File: src/rtl/cdb_arbiter.sv
// Writeback arbiter: per-source result FIFOs, round-robin selection of up to CDB_W results per cycle onto the CDB.
// Optional same-cycle bypass of empty FIFOs is enabled with `define CDB_ARB_BYPASS_EN.

module cdb_src_fifo #(
  parameter int TAG_W  = 6,
  parameter int DATA_W = 32,
  parameter int DEPTH  = 2
) (
  input  logic              clk,
  input  logic              rst_n,
  input  logic              flush_i,
  input  logic              push_i,
  input  logic              pop_i,
  input  logic [TAG_W-1:0]  tag_i,
  input  logic [DATA_W-1:0] val_i,
  output logic              ready_o,
  output logic              nonempty_o,
  output logic [TAG_W-1:0]  tag_o,
  output logic [DATA_W-1:0] val_o
);
  localparam int PTR_W = $clog2(DEPTH);
  localparam int CNT_W = $clog2(DEPTH + 1);

  logic [DEPTH-1:0][TAG_W-1:0]  tag_mem_q;
  logic [DEPTH-1:0][DATA_W-1:0] val_mem_q;
  logic [PTR_W-1:0]             wr_q, rd_q;
  logic [CNT_W-1:0]             cnt_q, cnt_d;

  always_comb begin
    cnt_d = cnt_q;
    if (push_i && !pop_i)      cnt_d = cnt_q + 1'b1;
    else if (!push_i && pop_i) cnt_d = cnt_q - 1'b1;
  end

  always_ff @(posedge clk or negedge rst_n) begin
    if (!rst_n) begin
      wr_q  <= '0;
      rd_q  <= '0;
      cnt_q <= '0;
    end else if (flush_i) begin
      wr_q  <= '0;
      rd_q  <= '0;
      cnt_q <= '0;
    end else begin
      if (push_i) wr_q <= wr_q + 1'b1;
      if (pop_i)  rd_q <= rd_q + 1'b1;
      cnt_q <= cnt_d;
    end
  end

  // Storage needs no reset: heads are only observed while the count is nonzero.
  always_ff @(posedge clk) begin
    if (push_i && !flush_i) begin
      tag_mem_q[wr_q] <= tag_i;
      val_mem_q[wr_q] <= val_i;
    end
  end

  assign ready_o    = (cnt_q < CNT_W'(DEPTH));
  assign nonempty_o = |cnt_q;
  assign tag_o      = tag_mem_q[rd_q];
  assign val_o      = val_mem_q[rd_q];
endmodule

module cdb_arbiter #(
  parameter int NUM_SRC    = 6,
  parameter int CDB_W      = 4,
  parameter int TAG_W      = 6,
  parameter int DATA_W     = 32,
  parameter int FIFO_DEPTH = 2,
  localparam int OCC_W     = $clog2(NUM_SRC*FIFO_DEPTH+1)
) (
  input  logic                           clk,
  input  logic                           rst_n,
  input  logic                           flush_i,
  input  logic [NUM_SRC-1:0]             fu_valid,
  output logic [NUM_SRC-1:0]             fu_ready,
  input  logic [NUM_SRC-1:0][TAG_W-1:0]  fu_tag,
  input  logic [NUM_SRC-1:0][DATA_W-1:0] fu_val,
  output logic [CDB_W-1:0]               cdb_valid,
  output logic [CDB_W-1:0][TAG_W-1:0]    cdb_tag,
  output logic [CDB_W-1:0][DATA_W-1:0]   cdb_val,
  output logic [OCC_W-1:0]               occupancy_o
);
  localparam int PTR_W = $clog2(NUM_SRC);
  localparam int LN_W  = $clog2(CDB_W + 1);
  localparam int LI_W  = (CDB_W > 1) ? $clog2(CDB_W) : 1;

  logic [NUM_SRC-1:0]             nonempty, elig, grant, push, pop;
  logic [NUM_SRC-1:0][TAG_W-1:0]  head_tag;
  logic [NUM_SRC-1:0][DATA_W-1:0] head_val;

  logic [PTR_W-1:0]             rr_ptr_q, rr_ptr_d;
  logic [OCC_W-1:0]             occ_q, occ_d;
  logic [CDB_W-1:0]             lane_vld;
  logic [CDB_W-1:0][TAG_W-1:0]  lane_tag;
  logic [CDB_W-1:0][DATA_W-1:0] lane_val;

  logic [PTR_W:0]   sum;
  logic [PTR_W-1:0] idx, last;
  logic [LN_W-1:0]  nl;
  logic             any;

  for (genvar s = 0; s < NUM_SRC; s++) begin : g_src
    cdb_src_fifo #(.TAG_W(TAG_W), .DATA_W(DATA_W), .DEPTH(FIFO_DEPTH)) u_fifo (
      .clk       (clk),
      .rst_n     (rst_n),
      .flush_i   (flush_i),
      .push_i    (push[s]),
      .pop_i     (pop[s]),
      .tag_i     (fu_tag[s]),
      .val_i     (fu_val[s]),
      .ready_o   (fu_ready[s]),
      .nonempty_o(nonempty[s]),
      .tag_o     (head_tag[s]),
      .val_o     (head_val[s])
    );
  end

`ifdef CDB_ARB_BYPASS_EN
  // An empty FIFO always has room, so a valid input there is a legal push and may go straight out.
  assign elig = nonempty | (fu_valid & ~{NUM_SRC{flush_i}});
  assign push = fu_valid & fu_ready & ~{NUM_SRC{flush_i}} & ~(grant & ~nonempty);
`else
  assign elig = nonempty;
  assign push = fu_valid & fu_ready & ~{NUM_SRC{flush_i}};
`endif
  assign pop = grant & nonempty;

  always_comb begin
    grant    = '0;
    lane_vld = '0;
    lane_tag = '0;
    lane_val = '0;
    sum      = '0;
    idx      = '0;
    nl       = '0;
    last     = rr_ptr_q;
    any      = 1'b0;
    for (int k = 0; k < NUM_SRC; k++) begin
      sum = {1'b0, rr_ptr_q} + (PTR_W+1)'(k);
      if (sum >= (PTR_W+1)'(NUM_SRC)) sum = sum - (PTR_W+1)'(NUM_SRC);
      idx = sum[PTR_W-1:0];
      if (elig[idx] && (nl < LN_W'(CDB_W))) begin
        grant[idx]              = 1'b1;
        lane_vld[nl[LI_W-1:0]]  = 1'b1;
        lane_tag[nl[LI_W-1:0]]  = nonempty[idx] ? head_tag[idx] : fu_tag[idx];
        lane_val[nl[LI_W-1:0]]  = nonempty[idx] ? head_val[idx] : fu_val[idx];
        nl   = nl + 1'b1;
        last = idx;
        any  = 1'b1;
      end
    end
    rr_ptr_d = rr_ptr_q;
    if (any) rr_ptr_d = (last == PTR_W'(NUM_SRC-1)) ? '0 : last + 1'b1;
  end

  always_comb begin
    occ_d = occ_q;
    for (int s = 0; s < NUM_SRC; s++)
      occ_d = occ_d + OCC_W'(push[s]) - OCC_W'(pop[s]);
  end

  always_ff @(posedge clk or negedge rst_n) begin
    if (!rst_n) begin
      cdb_valid <= '0;
      cdb_tag   <= '0;
      cdb_val   <= '0;
      rr_ptr_q  <= '0;
      occ_q     <= '0;
    end else if (flush_i) begin
      cdb_valid <= '0;
      cdb_tag   <= '0;
      cdb_val   <= '0;
      rr_ptr_q  <= '0;
      occ_q     <= '0;
    end else begin
      cdb_valid <= lane_vld;
      cdb_tag   <= lane_tag;
      cdb_val   <= lane_val;
      rr_ptr_q  <= rr_ptr_d;
      occ_q     <= occ_d;
    end
  end

  assign occupancy_o = occ_q;
endmodule

File: config.mk
export PLATFORM = sky130hd
export DESIGN_NAME = cdb_arbiter
export DESIGN_NICKNAME = d
export VERILOG_FILES = /design/src/rtl/cdb_arbiter.sv
export SDC_FILE = /design/constraint.sdc
export NUM_CORES = 2
export LEC_CHECK = 0
export BUFFER_PORTS_ARGS = -buffer_cell sky130_fd_sc_hd__buf_2
export CAP_MARGIN = 25
export CORE_MARGIN = 4
export CORE_UTILIZATION = 25
export CTS_BUF_LIST = sky130_fd_sc_hd__clkbuf_16
export CTS_CLUSTER_SIZE = 12
export DETAILED_ROUTE_END_ITERATION = 6
export PLACE_DENSITY_LB_ADDON = 0.08
export SLEW_MARGIN = 25
export SYNTH_ARGS = -nofsm -noshare
export SYNTH_HDL_FRONTEND = slang
export SYNTH_SLANG_ARGS = --single-unit
File: constraint.sdc
create_clock -name clk -period 11.7 [get_ports clk]
set_input_delay 1.755 -clock clk [delete_from_list [all_inputs] [get_ports clk]]
set_output_delay 1.755 -clock clk [all_outputs]
set_load 0.005 [all_outputs]
==> results.cfg <==
[synth]
yosysTopAreaCell = edfxtp_1
synth_area_sq_um = 42000
synth_mux_area_frac = 0.197
synth.yosys.seq_area_share = 0.438
synthArstFlopShare = 0.291
synth_ff_type = edfxtp_1
synthAdderAreaFrac = 0.0121
synthSimpleGateAreaFrac = 0.104
ys_seq_elements = 643
synth_top_family_by_area = compound AO/OA/AOI/OAI gates
synthDistinctLibCells = 94
synth_xor_area_frac = 0.00662
syn_area_per_cell_sq_um = 10.1
synth_nets = 4410
synthTopCellsByArea = edfxtp_1, dfrtp_1, mux2i_1, mux2_2, a21oi_1
synthCells = 4139
synth-compound-area-share = 0.199
synth_top_area_share = 0.326
synth_edf_count = 456
yosysWarnings = 0

[die]
initial_core_util = 0.251
die_h_um = 418
die_w_um = 418
ios = 403
die_area_sq_um = 175000
rows = 150
core-area_sq_um = 167000

[critical_path]
startpoint_type = flop
worstSetupEndpointType = flop
slowest_delay_ns = 0.97
path_max_fanout = 68
arrival_ns = 10.71
worst_path_max_delay_cell = ha_1
critPathKind = flop to flop
cp.required_ns = 12.24

[place]
gp_congestion = 0.904
placed_cell_area_sq_um = 46400
portBuffers = 402
hpwl_um = 156000

[drt]
postRouteAntennaNets = 0
drc_errors = 0
drtIter0Drc = 2869
drt_pass1_iterations = 6
routed_wl_um = 214000
vias = 36000
detail_route.wl_per_cell_um = 32.3
vias_per_cell = 5.43

[timing]
drv_slew = 0
period_share = 0.869
final.setup.tns_ns = 0
finalSetupViolCount = 0
rsz0062_at_grt = no
fin_worst_skew_ns = 0.0537
worst_pin_slew_ns = 1.07
holdWs_ns = 0.549
max_freq_mhz = 98.4
slew_headroom = 0.283
period_minus_slack_ns = 10.16
hold_viol = 0

[clock_tree]
post_cts_buffers = 0
tritoncts = built
clk_pin_slew_worst_paths_ns = 0.05
cts_resized = 0
clk_latency_ns = 0.74
htreeDepth = 3
ctsHoldBuffers = 0
cts.sinks = 643
cts_buffers = 83
cts_buffer_depth = 3
cts-root-buf = clkbuf_16

[cells_and_area]
multi_input_area_sq_um = 22200
fillers = 17600
final_common_cell = edfxtp_1
postLayoutCellArea_sq_um = 49200
seq_area_sq_um = 18400
area_growth_pct = 17.2
layout-drive-gt1-share = 0.238
final_cell_mix = edfxtp_1, mux2i_1, buf_2
final_util = 0.295
layout.nets = 4607

[run]
maxCapViolCount = 0

[grt]
grtUsageTotal = 0.237
grt_pass1_vias = 36600
grt_max_degree = 128
grt_antenna_before_repair = 43
grt_pass1_wl_um = 293000
grt_overflow_total = 0

[outcome]
status = finished, final reports clean

[worst_hold_path]
hold_path_class = flop to flop
==> path summary, 6_finish.rpt <==
kind,startpoint,end,slack [ns],cells past startpoint
worst max register to register,rr_ptr_q[0],occupancy_o[3],1.54,28
worst max-delay path,rr_ptr_q[0],occupancy_o[3],1.54,28
worst min-delay path,g_src[4].u_fifo.rd_q,g_src[4].u_fifo.rd_q,0.55,2
min in group asynchronous,rst_n,g_src[1].u_fifo.wr_q,1.02,1
worst min register to register,g_src[4].u_fifo.rd_q,g_src[4].u_fifo.rd_q,0.55,2
max in group asynchronous,rst_n,cdb_val[16],9.43,2
==> flip-flops by register name, indices dropped and copies added, names as in the netlist <==
signal and flops:
g_src.u_fifo.cnt_q 12, g_src.u_fifo.wr_q 6, cdb_tag 24, g_src.u_fifo.val_mem_q 384, g_src.u_fifo.tag_mem_q 72, cdb_valid 4
cdb_val 128, g_src.u_fifo.rd_q 6, rr_ptr_q 3, occupancy_o 4
==> synth_stat cells, types with 11 or more instances <==
cell type,instances
buf_2,51
and2_1,13
a22oi_1,56
nor4_1,32
mux2_2,248
inv_1,38
xnor2_1,19
dfrtp_1,187
a2bb2o_1,17
edfxtp_1,456
or2_2,31
mux2i_1,455
ha_1,23
a211o_1,33
a311oi_1,29
o22ai_1,80
nand3_1,94
o221ai_1,18
nand2_1,291
a2bb2oi_1,14
a211oi_1,46
o311ai_0,28
nor2_1,289
buf_1,46
buf_4,16
mux4_2,39
nand2b_1,42
nor3_1,41
a2111oi_0,37
nor2b_1,21
a21o_1,44
o31ai_1,99
a221oi_1,13
and3_1,61
fa_1,11
o211ai_1,28
a31oi_1,17
a21oi_1,339
clkbuf_1,285
o21ai_0,312
==> per-layer routing <==
| metal | track usage | wire (um) |
|---|---|---|
| met3 | 0.0253 | 6860 |
| met1 | 0.247 | 76400 |
| met5 | 0 | 0 |
| met4 | 0.129 | 13500 |
| met2 | 0.462 | 117000 |
==> metrics by stage <==
stage	std cells	setup slack (ns)
global route	6618	0.894
finish	6620	1.54
CTS	6607	1.68
detailed placement	6454	1.70
global placement	6454	1.80
floorplan	4139	2.18
==> cells by family after synthesis <==
kind of cell,Yosys count
flops,643
fa+ha+maj,34
compound gates,1294
buf+inv,447
mux,745
simple gates,946
xor+xnor,30
==> cell type report <==
cell class | count | share of cell area
sequential | 643 | 0.374
multi-input combinational | 3049 | 0.451
clock buffer | 86 | 0.0437
timing repair buffer | 517 | 0.0594
inverter | 42 | 0.00341
clock inverter | 67 | 0.0127
tap | 2204 | 0.0560
antenna | 12 | 0.000610
==> worst max-delay path: cells and delay by family, from the launching register on <==
family,cells,cell delay (ns)
xor gates and xnor gates,1,0.17
buffers and inverters,8,1.74
muxes,1,0.51
and+or+nand+nor,4,0.99
AOI/OAI and AO/OA,4,0.90
adders and majority gates,10,4.70
DFF,1,0.96
Power is left out: the tool's default activity adds up to more than one toggle a clock period on the data nets, which glitch-free logic cannot reach.
